--- config.mk ---
export PLATFORM = sky130hd
export DESIGN_NAME = seven_seg_multiplexer
export DESIGN_NICKNAME = d
export VERILOG_FILES = /design/src/rtl/seven_seg_multiplexer.sv
export SDC_FILE = /design/constraint.sdc
export NUM_CORES = 1
export LEC_CHECK = 0
export CORE_ASPECT_RATIO = 2
export CORE_MARGIN = 3
export CORE_UTILIZATION = 25
export CTS_CLUSTER_DIAMETER = 60
export DETAILED_ROUTE_END_ITERATION = 16
export GPL_TIMING_DRIVEN = 0
export HOLD_SLACK_MARGIN = 0.08
export PLACE_DENSITY = 0.41
export SETUP_SLACK_MARGIN = 0.05
export SKIP_LAST_GASP = 1
export SLEW_MARGIN = 20
export SYNTH_ARGS = -nofsm -noshare
export SYNTH_HDL_FRONTEND = slang
export SYNTH_SLANG_ARGS = --single-unit
--- constraint.sdc ---
create_clock -name clk -period 3.75 [get_ports clk]
set_input_delay 0.5625 -clock clk [delete_from_list [all_inputs] [get_ports clk]]
set_output_delay 0.5625 -clock clk [all_outputs]
set_load 0.01 [all_outputs]
--- src/rtl/seven_seg_multiplexer.sv ---
// seven_seg_multiplexer
//   Multi-digit seven-segment scan engine. A free-running divider produces a
//   scan tick every 2^DIVIDE_BY clocks. Each tick advances the digit index and
//   reloads the registered anode/segment/decimal-point outputs. Display data is
//   taken from shadow registers. These reload only when the index wraps to
//   digit 0, so a frame never mixes old and new values.
//
//   Optional feature macro: LEADING_ZERO_BLANK_EN. When it is defined, zero
//   digits from the top digit downward are also darkened, up to the first
//   nonzero digit. Digit 0 is never darkened by this rule.
//
// Parameters
//   NUM_DIGITS  number of multiplexed digits (1..8)
//   DIVIDE_BY   log2 of clocks per digit slot
// Ports
//   clk         board clock
//   reset_n     asynchronous active-low reset
//   digits      hex nibble per digit, digit i at [4i+3:4i], digit 0 rightmost
//   blank       1 = digit dark
//   dp          1 = decimal point lit on that digit
//   freeze      1 = skip shadow reload at the frame wrap
//   an          anodes, active-low (at most one low)
//   seg         segments a..g on bits 0..6, active-low
//   dp_n        decimal point, active-low
//   frame_done  one-cycle pulse on the edge that reloads the shadow
module seven_seg_multiplexer #(
  parameter int NUM_DIGITS = 4,
  parameter int DIVIDE_BY  = 17
) (
  input  logic                    clk,
  input  logic                    reset_n,
  input  logic [4*NUM_DIGITS-1:0] digits,
  input  logic [NUM_DIGITS-1:0]   blank,
  input  logic [NUM_DIGITS-1:0]   dp,
  input  logic                    freeze,
  output logic [NUM_DIGITS-1:0]   an,
  output logic [6:0]              seg,
  output logic                    dp_n,
  output logic                    frame_done
);

  localparam int IDX_W = (NUM_DIGITS > 1) ? $clog2(NUM_DIGITS) : 1;
  localparam logic [IDX_W-1:0] LAST_IDX = IDX_W'(NUM_DIGITS - 1);

  logic [DIVIDE_BY-1:0]    div_cnt;
  logic                    tick;
  logic                    wrap;
  logic                    load;
  logic [IDX_W-1:0]        idx;
  logic [IDX_W-1:0]        idx_nxt;

  logic [4*NUM_DIGITS-1:0] sh_digits;
  logic [NUM_DIGITS-1:0]   sh_blank;
  logic [NUM_DIGITS-1:0]   sh_dp;
  logic [4*NUM_DIGITS-1:0] sh_digits_nxt;
  logic [NUM_DIGITS-1:0]   sh_blank_nxt;
  logic [NUM_DIGITS-1:0]   sh_dp_nxt;

  logic [NUM_DIGITS-1:0]   lz;
  logic [NUM_DIGITS-1:0]   eff_blank;
  logic [3:0]              nibble;
  logic [NUM_DIGITS-1:0]   an_nxt;
  logic [6:0]              seg_nxt;
  logic                    dp_n_nxt;

  // Hex to active-low segments, bit order g..a.
  function automatic logic [6:0] hex7(input logic [3:0] h);
    logic [6:0] s;
    case (h)
      4'h0: s = 7'b1000000;
      4'h1: s = 7'b1111001;
      4'h2: s = 7'b0100100;
      4'h3: s = 7'b0110000;
      4'h4: s = 7'b0011001;
      4'h5: s = 7'b0010010;
      4'h6: s = 7'b0000010;
      4'h7: s = 7'b1111000;
      4'h8: s = 7'b0000000;
      4'h9: s = 7'b0010000;
      4'hA: s = 7'b0001000;
      4'hB: s = 7'b0000011;
      4'hC: s = 7'b1000110;
      4'hD: s = 7'b0100001;
      4'hE: s = 7'b0000110;
      default: s = 7'b0001110;
    endcase
    return s;
  endfunction

  // Marks zero digits from the top downward until the first nonzero digit.
  // The loop stops above digit 0, so the last digit always stays visible.
  function automatic logic [NUM_DIGITS-1:0] lz_mask(input logic [4*NUM_DIGITS-1:0] d);
    logic [NUM_DIGITS-1:0] m;
    logic                  run;
    m   = '0;
    run = 1'b1;
    for (int i = NUM_DIGITS - 1; i >= 1; i--) begin
      if (run && (d[4*i +: 4] == 4'h0)) m[i] = 1'b1;
      else                              run  = 1'b0;
    end
    return m;
  endfunction

  // Scan control: tick, next index and frame wrap.
  always_comb begin
    tick = &div_cnt;
    wrap = tick && (idx == LAST_IDX);
    load = wrap && !freeze;
    if (!tick)               idx_nxt = idx;
    else if (idx == LAST_IDX) idx_nxt = '0;
    else                     idx_nxt = idx + 1'b1;
  end

  // Shadow contents as they stand after this edge. The outputs are decoded
  // from these values, so the first slot of a new frame already shows the
  // newly captured data.
  always_comb begin
    sh_digits_nxt = load ? digits : sh_digits;
    sh_blank_nxt  = load ? blank  : sh_blank;
    sh_dp_nxt     = load ? dp     : sh_dp;
  end

`ifdef LEADING_ZERO_BLANK_EN
  always_comb lz = lz_mask(sh_digits_nxt);
`else
  always_comb lz = '0;
`endif

  // Output decode for the next digit slot.
  always_comb begin
    eff_blank = sh_blank_nxt | lz;
    nibble    = sh_digits_nxt[4*int'(idx_nxt) +: 4];
    if (eff_blank[idx_nxt]) begin
      an_nxt   = '1;
      seg_nxt  = 7'h7F;
      dp_n_nxt = 1'b1;
    end else begin
      an_nxt   = ~(NUM_DIGITS'(1) << idx_nxt);
      seg_nxt  = hex7(nibble);
      dp_n_nxt = ~sh_dp_nxt[idx_nxt];
    end
  end

  // Register stage: divider, index, shadow and outputs.
  always_ff @(posedge clk or negedge reset_n) begin
    if (!reset_n) begin
      div_cnt    <= '0;
      idx        <= '0;
      frame_done <= 1'b0;
      sh_digits  <= '0;
      sh_blank   <= '1;
      sh_dp      <= '0;
      an         <= '1;
      seg        <= 7'h7F;
      dp_n       <= 1'b1;
    end else begin
      div_cnt    <= div_cnt + 1'b1;
      idx        <= idx_nxt;
      frame_done <= load;
      sh_digits  <= sh_digits_nxt;
      sh_blank   <= sh_blank_nxt;
      sh_dp      <= sh_dp_nxt;
      if (tick) begin
        an   <= an_nxt;
        seg  <= seg_nxt;
        dp_n <= dp_n_nxt;
      end
    end
  end

endmodule

==> results.py, run 1 <==
metrics = {
    "outcome": {
        "status": "finished clean",
    },
    "floorplan": {
        "num_io_pins": 40,
        "die_y_um": 154,
        "fp.dieW_um": 79.8,
        "dieArea_sq_mm": 0.0122,
        "rows": 53,
        "start_util_pct": 25.8,
        "design.core.area_sq_mm": 0.0105,
    },
    "global_routing": {
        "grtUsageMet2_pct": 20.9,
        "grt_pass1_wl_um": 10600,
        "grt_pass1_vias": 2026,
        "gr-total-overflow": 0,
        "met3_usage_pct": 1.93,
        "grt_busiest_layer": "met2",
        "grt_antenna_before_repair": 0,
        "grt_use_total_pct": 11.4,
        "grt_max_degree": 30,
        "use_met1_pct": 12.4,
    },
    "finish": {
        "area_growth_pct": 30.3,
        "fin_nets": 324,
        "drive_gt1_share_pct": 20.1,
        "n_antenna_cell": 0,
        "final_util_pct": 33.6,
        "stdcell_count": 426,
        "nFillCells": 1045,
    },
    "critical_path": {
        "crit_family": "simple AND/OR/NAND/NOR gates",
        "cp_slowest_stage_delay_ps": 380,
        "crit_path_end_kind": "flip-flop",
        "cp_common_cell": "inv_1",
        "crit_buf_inv": 4,
        "worstPathArrival_ps": 3620,
        "critPathMaxFanout": 10,
        "required_ps": 3970,
        "crit_chain": "and3_1 > and2_1 > nand2_1 > nor4_4 > ha_2 > nand3b_1 > buf_6 > buf_12 > mux2_4 > a22o_1 > nor2_4 > inv_1 > ha_1 > inv_1 > a21oi_2 > a2111oi_2 > nor3_1",
        "cpMaxStageDelayCell": "dfrtp_1",
        "start_kind": "flip-flop",
        "crit_type": "reg -> reg",
    },
    "timing": {
        "period_share_pct": 90.8,
        "skew_ps": 12.3,
        "max_slew_margin_pct": 58.7,
        "hold_viol": 0,
        "worst_pin_slew_ps": 617,
        "fmax_mhz": 294,
        "drv_slew": 0,
        "period_minus_slack_ps": 3400,
        "setup_violations": 0,
        "setup_slack_ps": 346,
        "rsz0062_at_grt": "no",
    },
    "placement": {
        "place_hpwl_um": 4920,
        "preCtsSetupSlack_ps": -372,
        "io_buffer_count": 39,
        "dp.cells": 414,
        "routabilityCongestion": 0.737,
    },
    "synth": {
        "synthCells": 237,
        "ys_types": 50,
        "yosys.area_share.adder_pct": 4.14,
        "synth_top_area_share_pct": 36.8,
        "synth_edf_count": 0,
        "synth_top_family_by_area": "compound AO/OA/AOI/OAI gates",
        "synth.top_cells.by_count": "dfrtp_1 (40), inv_1 (24), nand2_1 (18)",
        "synth_mux_area_share_pct": 8.51,
        "syn_area_sq_mm": 0.00272,
        "synth_area_leaders": "dfrtp_1 (37%), dfstp_2 (15%), mux2i_1 (5.5%), ha_1 (4.1%), xnor2_1 (3.9%)",
        "yosysSeqAreaShare_pct": 52.2,
        "yosys_register_bits": 56,
        "synth_warnings": 0,
        "synth_area_per_cell_sq_um": 11.5,
        "synth_compound_area_share_pct": 13.9,
        "synth_most_common_cell": "dfrtp_1",
        "synth_flop_cell": "dfrtp_1",
        "synth-xor-area-share_pct": 4.51,
        "synthSimpleGateAreaFrac_pct": 10.9,
        "async_flop_share_pct": 100,
        "synth_top_area_cell": "dfrtp_1",
        "synth_fp_nets": 273,
    },
    "pwr": {
        "irDropWorstVdd_mv": 0.225,
        "pwr_density_cell_mw_per_mm2": 317,
        "p_leak_nw": 1.75,
    },
    "cts": {
        "cts_tree": "built",
        "numCtsBuffers": 5,
        "htreeDepth": 2,
        "root_buffer": "clkbuf_16",
        "cts.reportedPaths.clkPinSlew_ps": 70,
        "clkSinkCount": 56,
        "clockBufferDepth": 2,
        "clk_latency_ps": 300,
        "cts_hold_repair.buffers": 0,
    },
    "routing": {
        "drc_errors": 0,
        "drt-initial-drc-count": 38,
        "ant_nets": 0,
        "first_pass_iters": 6,
        "vias": 1892,
        "totalWireLength_um": 6480,
        "viasPerCell": 4.44,
        "wl_per_cell_um": 15.2,
    },
    "hold_path": {
        "hold_class": "in -> async",
    },
    "flow_run": {
        "maxCapViolations": 0,
    },
}
==> registers in the layout (all words and copies together), names as in the netlist <==
| signal | count |
|---|---|
| div_cnt | 17 |
| sh_digits | 16 |
| seg | 7 |
| an | 4 |
| sh_blank | 4 |
| sh_dp | 4 |
| idx | 2 |
| dp_n | 1 |
| frame_done | 1 |
==> timing repair <==
action                                  in CTS  in global routing
buffers inserted                             1                  3
cloned                                       0                  0
resized for setup                            7                 11
pin swaps                                    1                  1
endpoints found under the setup margin       7                  5
==> where the power goes <==
part	leakage [nW]	switching [mW]	internal [mW]
combinational	0.968	0.0166	0.0261
sequential	0.710	0	0.604
clock	0.0702	0.228	0.250
==> path summary, 6_finish.rpt <==
| path | slack, ps | startpoint | to | cells past startpoint |
|---|---|---|---|---|
| min reg2reg | 460 | div_cnt[5] | div_cnt[5] | 1 |
| min in group clk | 460 | div_cnt[5] | div_cnt[5] | 1 |
| min | 190 | reset_n | sh_digits[12] | 1 |
| max in group asynchronous | 3020 | reset_n | seg[4] | 2 |
| max | 350 | div_cnt[3] | seg[3] | 17 |
| max reg2reg | 350 | div_cnt[3] | seg[3] | 17 |
==> placed cells by master (no fill, tap or decap), types with 3 or more instances in the layout <==
cell             instances
dfrtp_1                 40
clkdlybuf4s50_1         38
inv_1                   24
nand2_1                 18
dfstp_2                 16
mux2i_1                 14
xnor2_1                 12
nor2_1                   9
o22a_1                   9
o22ai_1                  8
nand3_1                  8
ha_1                     8
nor3_1                   7
buf_4                    6
clkbuf_16                5
and3_1                   4
mux2_4                   3
nand4_1                  3
a211oi_1                 3
o32a_1                   3
==> cell type report <==
class / count / area, sq um / area share, %
flip-flops and latches: 56 / 1420 / 40.1
multi-input cells: 149 / 1210 / 34.1
repair buffers: 44 / 438 / 12.3
well taps: 137 / 171 / 4.83
clock buffers: 5 / 125 / 3.53
inverters: 24 / 90.1 / 2.54
plain buffers: 8 / 71.3 / 2.01
clock inverters: 3 / 21.3 / 0.600
==> cells by family (layout without fill, tap and decap cells) <==
family,Yosys count,in the layout
DFF,56,56
buffers and inverters,32,84
xor gates and xnor gates,14,14
muxes,21,21
AOI/OAI and AO/OA,45,45
and+or+nand+nor,60,60
adders and majority gates,9,9
==> through the flow <==
stage	power, mW	hold slack, ps	setup TNS, ps	area (sq um)
5_1_grt	1.17	213	0	3550
3_3_place_gp	0.658	453	-698	3280
2_1_floorplan	0.616	267	0	2720
6_report	1.12	188	0	3550
4_1_cts	1.15	198	0	3480
3_5_place_dp	0.660	455	-563	3300
==> layer usage <==
metal,vias to the layer above,routed length (um)
met4,0,133
met3,6,200
li1,935,-
met5,-,0
met2,21,3700
met1,930,2450
(Power assumes the default switching activity.)
==> run 2: changes to the inputs <==
CORE_UTILIZATION = 54   (was 25)
PLACE_DENSITY = 0.77   (was 0.41)
SLEW_MARGIN = 15   (was 20)
==> results.py, run 2 (synthesis results as in run 1) <==
metrics = {
    "outcome": {
        "status": "finished clean",
    },
    "finish": {
        "n_antenna_cell": 0,
        "nFillCells": 400,
        "drive_gt1_share_pct": 19.4,
        "regMostFlops": "div_cnt",
        "final_common_cell": "dfrtp_1",
        "mostFrequentLayoutCells": "dfrtp_1 (40), clkdlybuf4s50_1 (38), inv_1 (24)",
        "finalInstanceArea_sq_mm": 0.00336,
        "fin_nets": 323,
        "largest_reg_flops": 17,
        "largestRegisters": "div_cnt (17), sh_digits (16), seg (7)",
        "ff_latch_area_sq_mm": 0.00142,
        "area_growth_pct": 23.3,
        "multi_input_area_sq_mm": 0.00119,
    },
    "floorplan": {
        "dieArea_sq_mm": 0.00598,
        "rows": 36,
        "num_io_pins": 40,
        "start_util_pct": 55.9,
        "fp.dieW_um": 56.2,
        "die_y_um": 106,
        "design.core.area_sq_mm": 0.00486,
    },
    "global_routing": {
        "gr-total-overflow": 0,
        "grt_use_total_pct": 19.2,
        "grt_antenna_before_repair": 0,
        "grt_pass1_vias": 1974,
        "grt_max_degree": 57,
        "grt_pass1_wl_um": 8920,
    },
    "critical_path": {
        "worstSetupStartpoint": "div_cnt[3]",
        "crit_type": "reg -> reg",
        "r2r_setup_slack_ps": 220,
        "crit_path_end_kind": "flip-flop",
        "start_kind": "flip-flop",
        "critPathMaxFanout": 10,
        "rr_worst_depth": 17,
        "worstPathArrival_ps": 3760,
        "r2r-start": "div_cnt[3]",
        "required_ps": 3980,
        "worst_r2r_endpoint": "seg[5]",
    },
    "timing": {
        "period_minus_slack_ps": 3530,
        "setup_violations": 0,
        "fmax_mhz": 283,
        "rsz0062_at_grt": "no",
        "setup_tns_ps": 0,
        "hold_viol": 0,
        "skew_ps": 7.72,
        "worst_pin_slew_ps": 676,
        "drv_slew": 0,
        "period_share_pct": 94.1,
        "max_slew_margin_pct": 54.9,
    },
    "routing": {
        "wl_per_cell_um": 16.1,
        "viasPerCell": 5.55,
        "drc_errors": 0,
        "totalWireLength_um": 5560,
        "vias": 1914,
        "drt-initial-drc-count": 47,
        "ant_nets": 0,
        "first_pass_iters": 4,
    },
    "flow_run": {
        "maxCapViolations": 0,
    },
    "placement": {
        "placed_cell_area_sq_mm": 0.00318,
        "routabilityCongestion": 0.843,
        "place_hpwl_um": 4070,
        "io_buffer_count": 39,
    },
    "cts": {
        "cts_tree": "built",
        "htreeDepth": 2,
        "clkSinkCount": 56,
        "clockBufferDepth": 2,
        "root_buffer": "clkbuf_8",
        "numCtsBuffers": 5,
        "cts.reportedPaths.clkPinSlew_ps": 90,
        "clk_latency_ps": 300,
        "cts_hold_repair.buffers": 0,
    },
    "hold_path": {
        "hold_class": "in -> async",
    },
    "pwr": {
        "p_leak_nw": 1.71,
        "pwr_density_cell_mw_per_mm2": 291,
        "irDropWorstVdd_mv": 0.257,
    },
}
==> run 2: cell type report <==
| class | instances | share of cell area, % |
|---|---|---|
| repair buffers | 43 | 12.5 |
| well taps | 57 | 2.13 |
| plain buffers | 8 | 2.05 |
| clock inverters | 2 | 0.298 |
| flip-flops and latches | 56 | 42.4 |
| multi-input cells | 149 | 35.6 |
| clock buffers | 6 | 2.46 |
| inverters | 24 | 2.68 |
==> run 2: worst max path at each step <==
| stage | endpoint | slack, ps | cells after the start |
|---|---|---|---|
| after floorplan | seg[3] | 480 | 17 |
| after global placement | seg[6] | -50 | 17 |
| after detailed placement | seg[3] | -100 | 17 |
| after CTS | seg[3] | 70 | 17 |
| after global routing | seg[5] | 10 | 17 |
| final | seg[5] | 220 | 17 |
==> run 2: stage by stage <==
step	cells	power, mW	worst slack [ps]	hold WS [ps]	util, %
2_1_floorplan	237	0.616	485	267	-
4_1_cts	341	0.985	74.8	308	67.5
3_5_place_dp	333	0.655	-103	455	65.4
6_report	345	0.975	221	291	69.0
3_3_place_gp	333	0.655	-49.5	452	65.4
5_1_grt	345	1.01	9.90	337	69.0
==> run 2: what timing repair did <==
action                     4_1_cts  5_1_grt
gates cloned                     0        0
setup endpoints to repair        3        5
pin swaps                        0        2
gates resized for setup          3       10
setup buffers                    0        4
==> run 2: where the power goes <==
part | switching, mW | internal, mW | total [mW]
combinational | 0.0152 | 0.0240 | 0.0392
sequential | 0 | 0.604 | 0.604
clock | 0.184 | 0.148 | 0.331
==> run 2: metal layers <==
| layer | vias to the layer above | part of all wire (%) | track usage, % |
|---|---|---|---|
| met4 | 0 | 1.7 | 7.98 |
| met2 | 38 | 57 | 36.0 |
| met5 | - | 0 | 0 |
| li1 | 932 | - | - |
| met1 | 937 | 38 | 20.6 |
| met3 | 7 | 3.2 | 2.92 |
==> run 2: worst max-delay path, cell delays in order, from the launching register on <==
cell and delay [ps]:
dfrtp_1 390, and3_1 190, and2_1 170, nand2_1 140
nor4_4 200, ha_2 250, nand3b_1 90, buf_6 150
buf_2 210, mux2i_1 170, o22a_1 240, and2_2 230
inv_1 90, ha_1 140, inv_1 50, a21oi_1 330
o21ai_0 210, a21oi_1 210
==> run 3: changes to the inputs <==
CAP_MARGIN = 20   (was default)
SETUP_SLACK_MARGIN = 0.1   (was 0.05)
==> results.py, run 3 (synthesis results as in run 1) <==
metrics = {
    "critical_path": {
        "start_kind": "flip-flop",
        "crit_path_end_kind": "flip-flop",
        "r2r_setup_slack_ps": 220,
        "r2r-start": "div_cnt[3]",
        "worstPathArrival_ps": 3770,
        "rr_worst_depth": 17,
        "crit_type": "reg -> reg",
        "critPathMaxFanout": 10,
        "worst_r2r_endpoint": "seg[5]",
        "required_ps": 3990,
    },
    "cts": {
        "cts_tree": "built",
        "numCtsBuffers": 5,
        "clk_latency_ps": 310,
        "clkSinkCount": 56,
        "root_buffer": "clkbuf_8",
        "clockBufferDepth": 2,
        "cts.reportedPaths.clkPinSlew_ps": 90,
        "htreeDepth": 2,
        "cts_hold_repair.buffers": 0,
    },
    "outcome": {
        "status": "finished clean",
    },
    "global_routing": {
        "grt_pass1_wl_um": 8920,
        "gr-total-overflow": 0,
        "grt_use_total_pct": 19.2,
        "grt_max_degree": 57,
        "grt_antenna_before_repair": 0,
        "grt_pass1_vias": 1974,
    },
    "routing": {
        "drc_errors": 0,
        "drt-initial-drc-count": 42,
        "first_pass_iters": 4,
        "wl_per_cell_um": 16.2,
        "vias": 1934,
        "ant_nets": 0,
        "totalWireLength_um": 5590,
        "viasPerCell": 5.61,
    },
    "placement": {
        "place_hpwl_um": 4070,
        "preCtsSetupSlack_ps": -103,
        "placed_cell_area_sq_mm": 0.00318,
        "routabilityCongestion": 0.843,
        "dp.cells": 333,
        "io_buffer_count": 39,
    },
    "floorplan": {
        "dieArea_sq_mm": 0.00598,
        "fp.dieW_um": 56.2,
        "start_util_pct": 55.9,
        "design.core.area_sq_mm": 0.00486,
        "rows": 36,
        "die_y_um": 106,
        "num_io_pins": 40,
    },
    "finish": {
        "final_util_pct": 69.0,
        "largestRegisters": "div_cnt (17), sh_digits (16), seg (7)",
        "stdcell_count": 345,
        "fin_nets": 323,
        "multi_input_area_sq_mm": 0.00120,
        "drive_gt1_share_pct": 19.4,
        "n_antenna_cell": 0,
        "ff_latch_area_sq_mm": 0.00142,
        "final_common_cell": "dfrtp_1",
        "mostFrequentLayoutCells": "dfrtp_1 (40), clkdlybuf4s50_1 (38), inv_1 (24)",
        "finalInstanceArea_sq_mm": 0.00336,
        "regMostFlops": "div_cnt",
        "largest_reg_flops": 17,
        "nFillCells": 401,
        "area_growth_pct": 23.4,
    },
    "hold_path": {
        "hold_class": "in -> async",
    },
    "flow_run": {
        "maxCapViolations": 0,
    },
    "timing": {
        "fmax_mhz": 283,
        "period_share_pct": 94.2,
        "timing.hold.ws_ps": 290,
        "max_slew_margin_pct": 55.3,
        "setup_slack_ps": 217,
        "setup_tns_ps": 0,
        "hold_viol": 0,
        "skew_ps": 7.11,
        "setup_violations": 0,
        "rsz0062_at_grt": "no",
        "worst_pin_slew_ps": 671,
        "period_minus_slack_ps": 3530,
        "drv_slew": 0,
    },
    "pwr": {
        "irDropWorstVdd_mv": 0.257,
        "p_leak_nw": 1.71,
        "pwr_density_cell_mw_per_mm2": 290,
        "total_power_mw": 0.975,
    },
}
==> run 3: final cells by class <==
| type | instances | area share (%) |
|---|---|---|
| multi-input cells | 149 | 35.6 |
| flip-flops and latches | 56 | 42.3 |
| repair buffers | 43 | 12.4 |
| inverters | 24 | 2.68 |
| plain buffers | 8 | 2.05 |
| clock inverters | 2 | 0.298 |
| clock buffers | 6 | 2.46 |
| well taps | 57 | 2.12 |
==> run 3: worst max path at each step <==
stage	start	endpoint	slack, ps	cells past startpoint
detailed placement	div_cnt[2]	seg[3]	-100	17
CTS	div_cnt[2]	seg[3]	90	17
finish	div_cnt[3]	seg[5]	220	17
global route	div_cnt[3]	seg[5]	50	17
global placement	div_cnt[2]	seg[6]	-50	17
floorplan	div_cnt[2]	seg[3]	480	17
==> run 3: critical path, stage by stage (launching register included) <==
cell and delay (ps):
dfrtp_1 390, and3_1 190, and2_1 170, nand2_1 140, nor4_4 200, ha_2 250, nand3b_1 90, buf_6 150
buf_2 210, mux2i_2 190, o22ai_2 280, nor2_4 90, inv_1 110, ha_1 150, inv_1 50, a21oi_1 350
o21ai_0 230, a21oi_1 210
==> run 3: report_power, final <==
group | internal [mW] | leakage (nW) | switching (mW) | total (mW)
combinational | 0.0240 | 0.949 | 0.0152 | 0.0391
clock | 0.148 | 0.0510 | 0.184 | 0.332
sequential | 0.604 | 0.710 | 0 | 0.604
total | 0.776 | 1.71 | 0.199 | 0.975
==> run 3: routing by layer <==
metal / track usage [%] / share of wire [%] / up-vias
li1: - / - / 934
met2: 36.0 / 57 / 48
met1: 20.6 / 37 / 943
met4: 7.98 / 1.7 / 0
met3: 2.92 / 3.9 / 9
met5: 0 / 0 / -
==> run 3: timing repair <==
item | CTS | global route
setup endpoints to repair | 5 | 6
pin swaps | 0 | 2
setup buffers | 0 | 4
gates resized for setup | 5 | 10
